$ cat config.mk
export PLATFORM = sky130hd
export DESIGN_NAME = bf_tape_mem
export DESIGN_NICKNAME = d
export VERILOG_FILES = /design/src/rtl/bf_pkg.sv /design/src/rtl/bf_tape_ram.sv /design/src/rtl/bf_tape_mem.sv
export SDC_FILE = /design/constraint.sdc
export NUM_CORES = 1
export LEC_CHECK = 0
export ABC_AREA = 0
export CORE_ASPECT_RATIO = 1.4
export CORE_MARGIN = 2
export CORE_UTILIZATION = 40
export DETAILED_ROUTE_END_ITERATION = 16
export GPL_ROUTABILITY_DRIVEN = 1
export SYNTH_ARGS = -nofsm -noshare
export SYNTH_HDL_FRONTEND = slang
export SYNTH_SLANG_ARGS = --single-unit
$ cat constraint.sdc
create_clock -name clk -period 5.36 [get_ports clk]
set_input_delay 1.34 -clock clk [delete_from_list [all_inputs] [get_ports clk]]
set_output_delay 1.34 -clock clk [all_outputs]
set_load 0.02 [all_outputs]
$ cat src/rtl/bf_pkg.sv
// Shared definitions for the brainfuck core and its data-tape memory.
package bf_pkg;
  typedef enum logic [1:0] {
    ST_IDLE  = 2'd0,
    ST_CLEAR = 2'd1,
    ST_WBUSY = 2'd2
  } state_e;

  localparam int CWIDTH = 8;
endpackage

$ cat src/rtl/bf_tape_ram.sv
// Single-port synchronous tape RAM; read data is registered and holds between reads.
module bf_tape_ram
  import bf_pkg::*;
#(
  parameter int AW = 7
) (
  input  logic              clk,
  input  logic              rst_n,
  input  logic              we_i,
  input  logic              re_i,
  input  logic [AW-1:0]     addr_i,
  input  logic [CWIDTH-1:0] wdata_i,
  output logic [CWIDTH-1:0] rdata_o
);
  logic [CWIDTH-1:0] mem_q [2**AW];
  logic [CWIDTH-1:0] rdata_q;

  always_ff @(posedge clk) begin
    if (we_i) mem_q[addr_i] <= wdata_i;
  end

  // Only the read register is reset; the array contents survive reset.
  always_ff @(posedge clk) begin
    if (!rst_n)    rdata_q <= '0;
    else if (re_i) rdata_q <= mem_q[addr_i];
  end

  assign rdata_o = rdata_q;
endmodule

$ cat src/rtl/bf_tape_mem.sv
// Data-tape controller: pipelined reads, write recovery window, and hardware zero-sweep.
module bf_tape_mem
  import bf_pkg::*;
#(
  parameter int logsize = 7,
  parameter int wr_busy = 8
) (
  input  logic               clk,
  input  logic               rst_n,
  input  logic               mem_init,
  input  logic [logsize-1:0] mem_addr,
  input  logic [CWIDTH-1:0]  mem_wdata,
  input  logic               mem_wselect,
  input  logic               mem_doit,
  output logic               mem_busy,
  output logic               mem_rvalid,
  output logic [CWIDTH-1:0]  mem_rdata,
  output logic               clearing,
  output logic               err_drop
);
  localparam int CNT_W = (wr_busy > 1) ? $clog2(wr_busy) : 1;

  state_e             state_q, state_d;
  logic [logsize-1:0] ptr_q, ptr_d;
  logic [CNT_W-1:0]   cnt_q, cnt_d;
  logic               rvalid_q, rvalid_d;
  logic               err_q, err_d;

  logic               ram_we, ram_re;
  logic [logsize-1:0] ram_addr;
  logic [CWIDTH-1:0]  ram_wdata;

  always_ff @(posedge clk) begin
    if (!rst_n) begin
      state_q  <= ST_IDLE;
      ptr_q    <= '0;
      cnt_q    <= '0;
      rvalid_q <= 1'b0;
      err_q    <= 1'b0;
    end else begin
      state_q  <= state_d;
      ptr_q    <= ptr_d;
      cnt_q    <= cnt_d;
      rvalid_q <= rvalid_d;
      err_q    <= err_d;
    end
  end

  always_comb begin
    state_d   = state_q;
    ptr_d     = ptr_q;
    cnt_d     = cnt_q;
    rvalid_d  = 1'b0;
    err_d     = err_q;
    ram_we    = 1'b0;
    ram_re    = 1'b0;
    ram_addr  = mem_addr;
    ram_wdata = mem_wdata;
    // Init overrides everything, including a coincident request.
    if (mem_init) begin
      state_d = ST_CLEAR;
      ptr_d   = '0;
      err_d   = 1'b0;
    end else begin
      case (state_q)
        ST_IDLE: begin
          if (mem_doit) begin
            if (mem_wselect) begin
              ram_we  = 1'b1;
              state_d = ST_WBUSY;
              cnt_d   = CNT_W'(wr_busy - 1);
            end else begin
              ram_re   = 1'b1;
              rvalid_d = 1'b1;
            end
          end
        end
        ST_CLEAR: begin
          ram_we    = 1'b1;
          ram_addr  = ptr_q;
          ram_wdata = '0;
          ptr_d     = ptr_q + logsize'(1);
          if (&ptr_q) state_d = ST_IDLE;
          if (mem_doit) err_d = 1'b1;
        end
        ST_WBUSY: begin
          if (cnt_q == '0) state_d = ST_IDLE;
          else             cnt_d   = cnt_q - CNT_W'(1);
          if (mem_doit) err_d = 1'b1;
        end
        default: state_d = ST_IDLE;
      endcase
    end
  end

  bf_tape_ram #(.AW(logsize)) u_ram (
    .clk     (clk),
    .rst_n   (rst_n),
    .we_i    (ram_we),
    .re_i    (ram_re),
    .addr_i  (ram_addr),
    .wdata_i (ram_wdata),
    .rdata_o (mem_rdata)
  );

  assign mem_busy   = (state_q != ST_IDLE);
  assign clearing   = (state_q == ST_CLEAR);
  assign mem_rvalid = rvalid_q;
  assign err_drop   = err_q;
endmodule

**After elaboration in Yosys (flattened, before gate mapping)**

Memories as Yosys holds them, arrays and structs flattened. A register that Yosys moved wholly into a read port is not among the register bits.
Cells that the tools add are included.

- Multiplexer cells: 24
- Bitwise gates (word level): 2
- Eq/ne operators: 11
- Add/sub/neg operators: 2
- Reduce and logical (&&, ||, !) cells: 12

Operator list:

| cell | number |
|---|---|
| 2-to-1 mux 8 bit | 2 |
| 2-to-1 mux 7 bit | 2 |
| 2-to-1 mux 1 bit | 10 |
| 2-to-1 mux 3 bit | 3 |
| != test 3 bit, second input constant | 3 |
| 2-to-1 mux 2 bit | 4 |
| != test 2 bit, second input constant | 4 |
| AND reduction 4 bit | 2 |
| adder 7 x 1 -> 7 bit, second input constant | 1 |
| AND reduction 7 bit | 1 |
| case mux 2 bit (3 select lines) | 1 |
| case mux 3 bit (2 select lines) | 1 |
| AND reduction 5 bit | 1 |
| nonzero test 2 bit | 2 |
| OR reduction 2 bit | 2 |
| zero test 3 bit | 1 |
| != test 3 x 2 -> 1 bit, second input constant | 1 |
| subtractor 3 x 1 -> 3 bit, second input constant | 1 |
| == test 2 x 1 -> 1 bit, second input constant | 1 |
| == test 2 bit, second input constant | 1 |
| zero test 2 bit | 1 |
| != test 2 x 1 -> 1 bit, second input constant | 1 |
| inverter 1 bit | 2 |
| case mux 1 bit (2 select lines) | 1 |
| other kinds (2) | 2 |

- Word-level logic and storage cells: 58
- Flip-flop bits (word level): 14
- Bits of input ports: 20
- Memories: 1
- Output and inout bits: 12
- Bits in writable memories: 1024

Memory list:

| name | depth | bits a word | read ports | clocked after Yosys merged registers in | wr ports | RTL line | text |
|---|---|---|---|---|---|---|---|
| u_ram.mem_q | 128 | 8 | 1 | 1 | 1 | bf_tape_ram.sv:15 | `logic [CWIDTH-1:0] mem_q [2**AW];` |

**Longest topological paths before layout**

- Depth after elaboration: 6
- Depth in mapped cells: 15
- Mapped depth without buffers: 10

**Hierarchy**

Synthesis repeated with hierarchy kept, for this count alone.

- Cells, all modules: 2374
- Area total of the unflattened synthesis: 41417.2 um^2

By module, submodules not included:

| module | area each (um^2) | sequential area each (um^2) | cells each | instances |
|---|---|---|---|---|
| bf_tape_ram | 40503.8 | 30909.6 | 2270 | 1 |
| bf_tape_mem | 913.4 | 280.3 | 104 | 1 |

**Least setup slack after synthesis**

No wires, ideal clock.

- Kind: input-to-reg
- Start point: in mem_init
- End point: mem u_ram.mem_q[0][0] (data pin)
- Buffers on the path: 4
- Slack: 0.811 ns
- Arrival time: 4.015 ns
- Required time: 4.825 ns
- Stages: 6
- Library setup time: 0.535 ns
- Cell sequence: buf_2 nand2b_4 buf_4 clkbuf_1 clkbuf_1 and2_1

- Cells in the longest elaborated chain, start to end: 1

RTL lines:

| element | RTL line | text |
|---|---|---|
| start: declaration | bf_tape_mem.sv:10 | `input logic mem_init,` |
| 2-to-1 mux 8 bit | bf_tape_mem.sv:60 | `if (mem_init) begin` |
| named net ram_wdata[0] | bf_tape_mem.sv:31 | `logic [CWIDTH-1:0] ram_wdata;` |
| end: declaration | bf_tape_ram.sv:15 |  |

The timed path passes the listed nets, and every way through them passes these cells.

**Worst setup path after layout**

- Start point: in mem_init
- End point: reg u_ram.rdata_q[6], in the netlist u_ram.rdata_o[6], read port of u_ram.mem_q

- Cells in the longest elaborated chain, start to end: 1
- Elaborated cells between the ends (all ways): 2
- Those cells by class: 2 x mux

RTL lines:

| element | RTL line | text |
|---|---|---|
| 2-to-1 mux 7 bit / 2-to-1 mux 1 bit (equally long branches) | n/a |  |
| end: declaration | bf_tape_ram.sv:16 | `logic [CWIDTH-1:0] rdata_q;` |

Parallel ways exist; a longest one is shown, timed or not.
A chain may end at the register's enable or synchronous reset.

==> out/metrics.csv <==
stage,metric,value,unit
routing,drt wl/cell,28.33,microns
routing,DRT iter0 DRCs,2827,
place,IO buf count,31,
global_route,first-pass GRT wire length,167.9,mm
logic_synthesis,post-synthesis register bit count,1046,
cts,htree depth,3,
routing,vias,24370,
cts,Post-CTS Setup Inserts,0,
timing,final worst-path cycle share,0.8927,
die,Core Region,101200,sq um
worst_setup_path,CP startpoint kind,input port,
timing,fmax,209.0,MHz
global_route,initial antenna violation count,1,
worst_hold_path,Hold WC Path Type,reg -> reg,
cts,clock latency on the worst-skew pair,0.68,ns
die,Die ar.,104700,sq um
flow_run,maxcap violations,0,
cts,CTS tree,yes,
timing,RSZ-0062 raised after global routing,no,
final_layout,share of layout cells above drive strength 1,0.1545,
die,chip width,274.0,microns
logic_synthesis,Synth Instances,2509,
logic_synthesis,synth warn,0,
cts,hold_buf cts,0,
die,boundary pin count,32,
cts,clock buffer count from CTS,90,
routing,DR pass1 iterations,8,
logic_synthesis,Synth top cells by count,"edfxtp_1 (1024), mux2i_1 (280), nor2_1 (176)",
logic_synthesis,Syn Std Cell Area,40820,sq um
logic_synthesis,XOR/XNOR share of the synthesized area,0.0008582,
timing,slew margin rel.,0.2202,
outcome,outcome,"complete, no violations",
global_route,largest net degree at the start of global routing,129,
logic_synthesis,main flop type after synthesis,edfxtp_1,
routing,Routed Antenna Nets,0,
logic_synthesis,Post-Synth Adder-Cell Area,0.001839,
cts,clock root cell,clkbuf_16,
logic_synthesis,Post-synth EDFFs,1024,
routing,"wirelength, routed",116.9,mm
logic_synthesis,share of the synthesized area in the top cell type,0.7532,
logic_synthesis,largest family of logic cells by synthesized area,compound AO/OA/AOI/OAI gates,
logic_synthesis,Avg Inst Size Synth,16.27,sq um
global_route,number of global-route vias before repair,24370,
timing,hold_ws,0.4976,ns
worst_setup_path,crit end category,flop,
logic_synthesis,"count leader, synth",edfxtp_1,
routing,# DRC,0,
cts,clock-pin transition on the worst setup and hold timing paths,0.07,ns
pwr,peak supply drop,0.2456,mV
global_route,All-Layer GR Usage,0.2205,
final_layout,post-route non-filler standard cell count,4126,
final_layout,nets,2746,
logic_synthesis,Post-Synth Simple-Gate Area,0.04254,
worst_hold_path,WHS Path Cells,2,
timing,clock skew,0.02243,ns
die,die height,382.0,microns
worst_setup_path,Worst Path Arrival,5.33,ns
die,FP Rows,138,
logic_synthesis,syn nets,2535,
cts,Clock Path Buffers,3,
cts,CTS resizes,0,
logic_synthesis,post-synthesis mux area share,0.07494,
final_layout,Synth-to-Final Area Change,16.27,%
place,dpl cells,3958,
timing,worst slew pin tran,1.164,ns
timing,Final Max Tran Viols,0,
worst_setup_path,"Req. time, crit path",5.91,ns
place,Placer Congestion,0.9140,
global_route,Overflow after GRT,0,
pwr,PwrDens,361.0,nW/um^2
timing,final setup fails,0,
worst_setup_path,cells on worst reg2reg path,13,
logic_synthesis,top area cells in the synthesized netlist,"edfxtp_1 (75%), mux2i_1 (6.9%), o22ai_1 (2.1%)",
logic_synthesis,compound-gate portion of the synthesized area,0.09762,
pwr,total power draw,0.01713,W
timing,Final Hold Viols,0,
place,Post-DP HPWL,73.14,mm
worst_setup_path,worst-path fanout max,54,
logic_synthesis,asr flop ratio synth,0,
final_layout,total inserted antenna cells,0,
routing,Vias per Instance,5.907,
worst_setup_path,Crit Path Class,in -> reg,
die,starting density of the core,0.4035,
logic_synthesis,post-synthesis sequential area ratio,0.7640,
cts,# clock sinks,1046,
pwr,P_leak,15.94,nW
logic_synthesis,Synth cell types,67,
logic_synthesis,leading area contributor after synthesis,edfxtp_1,
timing,final worst path period need,4.785,ns
metal layers:
metal | wire (microns) | share of wire | GRT usage | vias up
li1 | - | - | - | 10470
met1 | 44310 | 0.38 | 0.2688 | 12540
met2 | 59170 | 0.51 | 0.3818 | 1128
met3 | 7999 | 0.068 | 0.03613 | 237
met4 | 5414 | 0.046 | 0.1017 | 0
met5 | 0 | 0 | 0 | -
cell usage in the layout, fill, tap and decap left out, types with 16 or more instances in the layout:
cell type / count
a21oi_1: 64
a221oi_1: 50
a222oi_1: 32
a22o_1: 23
a22oi_1: 63
buf_12: 26
buf_4: 221
clkbuf_1: 16
clkbuf_16: 93
clkdlybuf4s50_1: 31
clkinv_2: 21
dfxtp_1: 22
edfxtp_1: 1024
mux2i_1: 278
nand2_1: 138
nand3_1: 18
nor2_1: 173
o21ai_0: 112
o22ai_1: 140
area by class of cell:
type,instances,area (sq um)
timing repair buffer,278,2490
sequential,1046,31190
clock buffer,111,2415
fill,8660,53720
clock inverter,57,650.6
tap,1330,1664
inverter,11,41.29
multi-input combinational,1293,9015
where the power goes:
| part | switching (W) | total, W | internal [W] |
|---|---|---|---|
| Clock | 0.00295 | 0.00680 | 0.00385 |
| Combinational | 0.000874 | 0.00128 | 0.000411 |
| Sequential | 0.0000126 | 0.00905 | 0.00904 |
registers in the layout, indices dropped and copies added, names as in the netlist:
register       cells
err_drop           1
mem_rvalid         1
ptr_q              7
state_q            2
u_ram.mem_q     1024
cnt_q              3
u_ram.rdata_o      8
critical path, cell delays in order:
cell             delay, ns
clkdlybuf4s50_1       0.53
nand2b_4              0.29
mux2i_4               0.57
buf_4                 0.28
buf_12                0.31
buf_4                 0.26
mux2i_1               0.21
o22ai_1               0.11
o21ai_0               0.44
nand4_1               0.24
a221oi_1              0.54
a31oi_1               0.15
cells by family after synthesis:
| family | Yosys count |
|---|---|
| AOI/OAI and AO/OA | 577 |
| xor gates and xnor gates | 4 |
| adders and majority gates | 6 |
| buffers and inverters | 170 |
| DFF | 1046 |
| muxes | 301 |
| and+or+nand+nor | 405 |
through the flow:
| stage | worst slack [ns] | util | instance area (sq um) | setup TNS (ns) |
|---|---|---|---|---|
| 5_1_grt | 0.4359 | 0.4691 | 47470 | 0 |
| 6_report | 0.5750 | 0.4691 | 47470 | 0 |
| 3_3_place_gp | -0.01274 | 0.4388 | 44400 | -0.01274 |
| 3_5_place_dp | -0.08273 | 0.4388 | 44400 | -0.08273 |
| 2_1_floorplan | 0.8108 | - | 40820 | 0 |
| 4_1_cts | 0.6256 | 0.4691 | 47470 | 0 |
final timing paths:
| kind | from | slack [ns] | to |
|---|---|---|---|
| max reg2reg | state_q[1] | 0.98 | u_ram.rdata_o[6] |
| min | err_drop | 0.50 | err_drop |
| max | mem_init | 0.57 | u_ram.rdata_o[6] |
| min reg2reg | err_drop | 0.50 | err_drop |
(Power assumes the default switching activity.)
